File: config.mk
export PLATFORM = sky130hd
export DESIGN_NAME = ps2_keyboard_receiver_flat
export DESIGN_NICKNAME = d
export VERILOG_FILES = /design/src/rtl/ps2_keyboard_receiver_if.sv /design/src/rtl/ps2_keyboard_receiver.sv /design/src/flat_wrapper.sv
export SDC_FILE = /design/constraint.sdc
export NUM_CORES = 1
export LEC_CHECK = 0
export CORE_MARGIN = 2
export CORE_UTILIZATION = 48
export CTS_CLUSTER_SIZE = 14
export DETAILED_ROUTE_END_ITERATION = 10
export PLACE_DENSITY = 0.75
export SLEW_MARGIN = 20
export SYNTH_ARGS = -nofsm -noshare
export SYNTH_HDL_FRONTEND = slang
export SYNTH_SLANG_ARGS = --single-unit
File: constraint.sdc
create_clock -name Clk -period 2 [get_ports Clk]
set_clock_uncertainty 0.2 [all_clocks]
set_input_delay 0.2 -clock Clk [delete_from_list [all_inputs] [get_ports Clk]]
set_output_delay 0.2 -clock Clk [all_outputs]
set_load 0.05 [all_outputs]
File: src/rtl/ps2_keyboard_receiver_if.sv
// ps2_keyboard_receiver_if
//   Bundles the PS/2 pins, the CPU acknowledge and the KBDR/KBSR-facing
//   outputs of the keyboard receiver.
//   PS2_CLK, PS2_DAT     raw PS/2 clock/data from the connector (asynchronous)
//   Key_Ack              one-cycle pulse: CPU has consumed the held code
//   Data_ToKeyboardReg   {8'h00, held scan code}
//   Status               {Ready, Overrun, Parity_Err, Frame_Err, 12'h000}
//   Ready                held code valid, not yet acknowledged
//   master: drives the pins and Key_Ack; slave: the receiver itself.
interface ps2_keyboard_receiver_if;
  logic        PS2_CLK;
  logic        PS2_DAT;
  logic        Key_Ack;
  logic [15:0] Data_ToKeyboardReg;
  logic [15:0] Status;
  logic        Ready;

  modport master (
    output PS2_CLK, PS2_DAT, Key_Ack,
    input  Data_ToKeyboardReg, Status, Ready
  );

  modport slave (
    input  PS2_CLK, PS2_DAT, Key_Ack,
    output Data_ToKeyboardReg, Status, Ready
  );
endinterface

File: src/rtl/ps2_keyboard_receiver.sv
// ps2_keyboard_receiver
//   Deserialises PS/2 device-to-host frames into 8-bit scan codes and holds
//   the latest one for the KBDR/KBSR registers, with parity, framing and
//   overrun flags cleared by a Key_Ack pulse.
//   Clk      system clock, all state on the rising edge
//   Reset_N  asynchronous active-low reset
//   bus      slave side of ps2_keyboard_receiver_if (pins, ack, outputs)
//
//   state  | meaning
//   IDLE   | waiting for a start bit (falling edge with data low)
//   DATA   | shifting in D0..D7, LSB first
//   PARITY | waiting for the odd-parity bit
//   STOP   | waiting for the stop bit; frame is evaluated on that edge
module ps2_keyboard_receiver #(
  parameter int SYNC_STAGES    = 2,
  parameter int FILTER_LEN     = 4,
  parameter int TIMEOUT_CYCLES = 5000
) (
  input  logic                      Clk,
  input  logic                      Reset_N,
  ps2_keyboard_receiver_if.slave    bus
);

  localparam int FCW = $clog2(FILTER_LEN + 1);
  localparam int TCW = $clog2(TIMEOUT_CYCLES + 1);

  typedef enum logic [1:0] {S_IDLE, S_DATA, S_PARITY, S_STOP} state_t;

  logic [SYNC_STAGES-1:0] clk_sync_q, dat_sync_q;
  logic                   clk_s, dat_s;
  logic                   filt_q, fall_q;
  logic [FCW-1:0]         fcnt_q;

  state_t         state_q, state_d;
  logic [2:0]     bit_cnt_q, bit_cnt_d;
  logic [7:0]     shift_q, shift_d;
  logic           pbit_q, pbit_d;
  logic [TCW-1:0] tmo_q, tmo_d;
  logic [7:0]     data_q, data_d;
  logic           ready_q, ready_d;
  logic           ovr_q, ovr_d;
  logic           perr_q, perr_d;
  logic           ferr_q, ferr_d;
  logic           timeout_hit;

  // Synchronisers; bus idles high so reset to 1.
  always_ff @(posedge Clk or negedge Reset_N) begin
    if (!Reset_N) begin
      clk_sync_q <= '1;
      dat_sync_q <= '1;
    end else begin
      clk_sync_q <= {clk_sync_q[SYNC_STAGES-2:0], bus.PS2_CLK};
      dat_sync_q <= {dat_sync_q[SYNC_STAGES-2:0], bus.PS2_DAT};
    end
  end

  assign clk_s = clk_sync_q[SYNC_STAGES-1];
  assign dat_s = dat_sync_q[SYNC_STAGES-1];

  // Glitch filter: the filtered level follows clk_s only after FILTER_LEN
  // consecutive differing samples. fall_q is the registered 1->0 strobe.
  always_ff @(posedge Clk or negedge Reset_N) begin
    if (!Reset_N) begin
      filt_q <= 1'b1;
      fall_q <= 1'b0;
      fcnt_q <= '0;
    end else begin
      fall_q <= 1'b0;
      if (clk_s != filt_q) begin
        if (fcnt_q == FCW'(FILTER_LEN - 1)) begin
          filt_q <= clk_s;
          fcnt_q <= '0;
          fall_q <= filt_q;
        end else begin
          fcnt_q <= fcnt_q + 1'b1;
        end
      end else begin
        fcnt_q <= '0;
      end
    end
  end

  // A strobe in the same cycle restarts the timer, so it takes precedence.
  assign timeout_hit = (state_q != S_IDLE) && !fall_q &&
                       (tmo_q == TCW'(TIMEOUT_CYCLES - 1));

  // FSM: state register
  always_ff @(posedge Clk or negedge Reset_N) begin
    if (!Reset_N) state_q <= S_IDLE;
    else          state_q <= state_d;
  end

  // FSM: next state
  always_comb begin
    state_d = state_q;
    if (timeout_hit) begin
      state_d = S_IDLE;
    end else if (fall_q) begin
      unique case (state_q)
        S_IDLE:   if (!dat_s) state_d = S_DATA;
        S_DATA:   if (bit_cnt_q == 3'd7) state_d = S_PARITY;
        S_PARITY: state_d = S_STOP;
        S_STOP:   state_d = S_IDLE;
        default:  state_d = S_IDLE;
      endcase
    end
  end

  // FSM: datapath / outputs
  always_comb begin
    bit_cnt_d = bit_cnt_q;
    shift_d   = shift_q;
    pbit_d    = pbit_q;
    data_d    = data_q;
    ready_d   = ready_q;
    ovr_d     = ovr_q;
    perr_d    = perr_q;
    ferr_d    = ferr_q;

    if (state_q == S_IDLE || fall_q)           tmo_d = '0;
    else if (tmo_q != TCW'(TIMEOUT_CYCLES - 1)) tmo_d = tmo_q + 1'b1;
    else                                       tmo_d = tmo_q;

    // Ack clears first; anything detected this cycle then overrides it.
    if (bus.Key_Ack) begin
      ready_d = 1'b0;
      ovr_d   = 1'b0;
      perr_d  = 1'b0;
      ferr_d  = 1'b0;
    end

    if (fall_q) begin
      unique case (state_q)
        S_IDLE:   bit_cnt_d = 3'd0;
        S_DATA: begin
          shift_d[bit_cnt_q] = dat_s;
          bit_cnt_d          = bit_cnt_q + 3'd1;
        end
        S_PARITY: pbit_d = dat_s;
        S_STOP: begin
          if (dat_s && (^{shift_q, pbit_q})) begin
            if (!ready_q || bus.Key_Ack) begin
              data_d  = shift_q;
              ready_d = 1'b1;
            end else begin
              ovr_d = 1'b1;
            end
          end else begin
            if (!(^{shift_q, pbit_q})) perr_d = 1'b1;
            if (!dat_s)                ferr_d = 1'b1;
          end
        end
        default: ;
      endcase
    end

    if (timeout_hit) ferr_d = 1'b1;
  end

  always_ff @(posedge Clk or negedge Reset_N) begin
    if (!Reset_N) begin
      bit_cnt_q <= '0;
      shift_q   <= '0;
      pbit_q    <= 1'b0;
      tmo_q     <= '0;
      data_q    <= '0;
      ready_q   <= 1'b0;
      ovr_q     <= 1'b0;
      perr_q    <= 1'b0;
      ferr_q    <= 1'b0;
    end else begin
      bit_cnt_q <= bit_cnt_d;
      shift_q   <= shift_d;
      pbit_q    <= pbit_d;
      tmo_q     <= tmo_d;
      data_q    <= data_d;
      ready_q   <= ready_d;
      ovr_q     <= ovr_d;
      perr_q    <= perr_d;
      ferr_q    <= ferr_d;
    end
  end

  assign bus.Data_ToKeyboardReg = {8'h00, data_q};
  assign bus.Status             = {ready_q, ovr_q, perr_q, ferr_q, 12'h000};
  assign bus.Ready              = ready_q;

endmodule

File: src/flat_wrapper.sv
// flat-port wrapper written by rule: the top's interface ports become plain ports
module ps2_keyboard_receiver_flat 
#(
  parameter int SYNC_STAGES    = 2,
  parameter int FILTER_LEN     = 4,
  parameter int TIMEOUT_CYCLES = 5000
)
  (Clk, Reset_N, bus_PS2_CLK, bus_PS2_DAT, bus_Key_Ack, bus_Data_ToKeyboardReg, bus_Status, bus_Ready);
  ps2_keyboard_receiver_if bus_i ();
  input  logic Clk;
  input  logic Reset_N;
  input wire logic [$bits(bus_i.PS2_CLK)-1:0] bus_PS2_CLK;
  input wire logic [$bits(bus_i.PS2_DAT)-1:0] bus_PS2_DAT;
  input wire logic [$bits(bus_i.Key_Ack)-1:0] bus_Key_Ack;
  output wire logic [$bits(bus_i.Data_ToKeyboardReg)-1:0] bus_Data_ToKeyboardReg;
  output wire logic [$bits(bus_i.Status)-1:0] bus_Status;
  output wire logic [$bits(bus_i.Ready)-1:0] bus_Ready;
  assign bus_i.PS2_CLK = bus_PS2_CLK;
  assign bus_i.PS2_DAT = bus_PS2_DAT;
  assign bus_i.Key_Ack = bus_Key_Ack;
  assign bus_Data_ToKeyboardReg = bus_i.Data_ToKeyboardReg;
  assign bus_Status = bus_i.Status;
  assign bus_Ready = bus_i.Ready;
  ps2_keyboard_receiver #(.SYNC_STAGES(SYNC_STAGES), .FILTER_LEN(FILTER_LEN), .TIMEOUT_CYCLES(TIMEOUT_CYCLES)) u_core (.Clk(Clk), .Reset_N(Reset_N), .bus(bus_i));
endmodule
==> results.py <==
metrics = {
    "die": {
        "coreArea_um2": 4790,
        "dieArea_um2": 5580,
        "io_pins": 38,
        "die_w_um": 74.7,
        "row_count": 25,
        "fp.dieH_um": 74.7,
        "initial_core_util": 0.501,
    },
    "worst_setup_path": {
        "critPathArrivalTime_ns": 2.07,
        "path_class": "flop to flop",
        "cp_slowest_cell": "xnor3_2",
        "path_delay_family": "XOR/XNOR gates",
        "slowest_delay_ns": 0.48,
        "crit_buf_inv": 1,
        "cp-end-kind": "flop",
        "crit_required_ns": 1.98,
        "critPathMaxFanout": 7,
        "start_kind": "flop",
        "cp_cell_sequence": "xnor2_2 > xnor3_2 > mux2i_4 > buf_12 > mux2_4",
    },
    "logic_synthesis": {
        "netlist-cell-type-count": 39,
        "yosysTopAreaCell": "dfrtp_1",
        "netlist_area_um2": 2400,
        "async_flop_share": 1.00,
        "synth_ff_type": "dfrtp_1",
        "yosysSeqAreaShare": 0.503,
        "avgSynthCellArea_um2": 11.5,
        "synth_edf_count": 0,
        "synth_area_leaders": "dfrtp_1 45%, mux2_2 8.5%, buf_4 7.5%, dfstp_2 5.5%, ha_1 4.2%",
        "synthTopCellsByCount": "43 x dfrtp_1, 24 x buf_4, 19 x nor2_1",
        "syn_inst": 208,
        "synth_warnings": 0,
        "synth_seq_cells": 48,
        "synth_top_area_frac": 0.449,
        "yosysMostFrequentCell": "dfrtp_1",
    },
    "cells_and_area": {
        "area_growth_pct": 18.8,
        "post-route-util": 0.595,
        "layout-drive-gt1-share": 0.231,
        "fill_cells": 398,
        "fin_area_um2": 2850,
        "nets": 250,
        "layout.cells.non_filler": 305,
        "diodes": 0,
    },
    "drt": {
        "vias_per_cell": 4.91,
        "drc": 0,
        "drt_iter0_drc": 53,
        "routedWlPerCell_um": 12.2,
        "ant_nets": 0,
        "dr.pass1.iters": 4,
        "drt_wl_total_um": 3710,
        "dr_total_vias": 1497,
    },
    "sta": {
        "relSlewSlack": 0.665,
        "fin_crit_ns": 2.09,
        "drv_slew": 0,
        "holdWs_ns": 0.107,
        "worst_slack_ns": -0.0908,
        "fin_crit_sh": 1.05,
        "hold_violations": 0,
        "finalSetupTns_ns": -0.570,
        "setup_viol": 8,
        "worstMarginPinSlew_ns": 0.502,
        "fmax_mhz": 478,
        "rsz0062_at_grt": "yes",
    },
    "clock_network": {
        "clock_latency_ns": 0.30,
        "cts_inserted_buffers": 5,
        "clock_sinks": 48,
        "clock_path_buffers": 2,
        "cts_tree": "yes",
        "root_buffer": "clkbuf_8",
        "clk_pin_slew_ns": 0.09,
        "htree_num_levels": 2,
    },
    "min_path": {
        "hp-class": "input port to flop",
    },
    "grt": {
        "grt_start_max_net_pins": 29,
        "grt_pass1_wl_um": 6600,
        "grt-ovfl-total": 0,
        "grt_pass1_vias": 1480,
        "grt_usage": 0.156,
        "grt_antenna_before_repair": 0,
    },
    "pwr": {
        "power.total_mw": 2.30,
        "ir_drop_mv": 0.488,
        "power_leakage_nw": 1.38,
        "p_per_area_nw_per_um2": 808,
    },
    "placement": {
        "gp_congestion": 0.863,
        "port_buffers": 17,
        "dpl-instance-area_um2": 2610,
        "placed_cells": 292,
        "dp_hpwl_um": 2720,
        "pre_cts_slack_ns": -0.0975,
    },
    "status": {
        "violations": "setup timing",
        "status": "finished, violations left",
    },
    "job": {
        "maxCapViolCount": 0,
    },
}
[where the power goes]
| part | switching (mW) | internal, mW |
|---|---|---|
| Clock | 0.302 | 0.499 |
| Sequential | 0.0480 | 1.05 |
| Combinational | 0.268 | 0.139 |
| Total | 0.618 | 1.69 |
[final timing paths]
kind,slack (ns),to,cells past startpoint,from
max,-0.09,u_core.data_q[3],5,u_core.shift_q[6]
min,0.11,u_core.dat_sync_q[0],1,bus_PS2_DAT
max reg2reg,-0.09,u_core.data_q[3],5,u_core.shift_q[6]
min reg2reg,0.16,u_core.clk_sync_q[1],0,u_core.clk_sync_q[0]
max in group asynchronous,0.83,u_core.clk_sync_q[1],3,Reset_N
min in group asynchronous,0.18,u_core.shift_q[1],2,Reset_N
[what timing repair did]
item,CTS,global route
hold endpoints to repair,20,0
setup buffers,2,2
gates cloned,0,0
pin swaps,1,2
endpoints found under the setup margin,8,12
resized for setup,2,11
hold buffers,1,0
[metal layers]
metal  global-route usage  share of wire  up-vias
met5                    0              0        -
met4               0.0675          0.015        0
met3               0.0402          0.040        5
met2                0.238           0.47       31
met1                0.211           0.48      732
li1                     -              -      729
[sequential cells by signal, indices dropped and copies added, names as in the netlist, 2 cells and up]
name	count
u_core.state_q	2
u_core.tmo_q	13
u_core.clk_sync_q	2
u_core.shift_q	8
u_core.dat_sync_q	2
u_core.fcnt_q	3
u_core.data_q	8
u_core.bit_cnt_q	3
[final cells by class]
type | instances | area (um^2) | share of cell area
flip-flops and latches | 48 | 1210 | 0.424
multi-input cells | 145 | 1100 | 0.385
repair buffers | 32 | 309 | 0.108
well taps | 67 | 83.8 | 0.0294
clock buffers | 6 | 72.6 | 0.0255
clock inverters | 2 | 60.1 | 0.0211
inverters | 5 | 18.8 | 0.00659
[cell families after synthesis]
kind of cell | count (synthesis) | share of synthesized area
buffers and inverters | 34 | 0.0908
AND/OR/NAND/NOR | 65 | 0.144
AO/OA/AOI/OAI | 15 | 0.0454
multiplexers | 20 | 0.0981
XOR/XNOR | 17 | 0.0746
flip-flops | 48 | 0.503
adder cells (fa/ha/maj) | 8 | 0.0417
other | 1 | 0.00156
[layout by cell type, fill, tap and decap left out, types with 4 or more instances in the layout]
master / synthesis / layout
nor2_1: 19 / 19
clkbuf_8: 0 / 5
dfstp_2: 5 / 5
xor2_1: 10 / 10
mux2_2: 18 / 10
and3_1: 4 / 4
nand2_1: 9 / 9
dfrtp_1: 43 / 43
ha_1: 8 / 7
buf_4: 24 / 11
nand2b_1: 4 / 4
inv_1: 5 / 5
nand3_1: 7 / 7
mux2_4: 0 / 8
nand4_1: 5 / 5
conb_1: 1 / 20
clkdlybuf4s50_1: 0 / 16
Power figures use the tool's default switching activity.
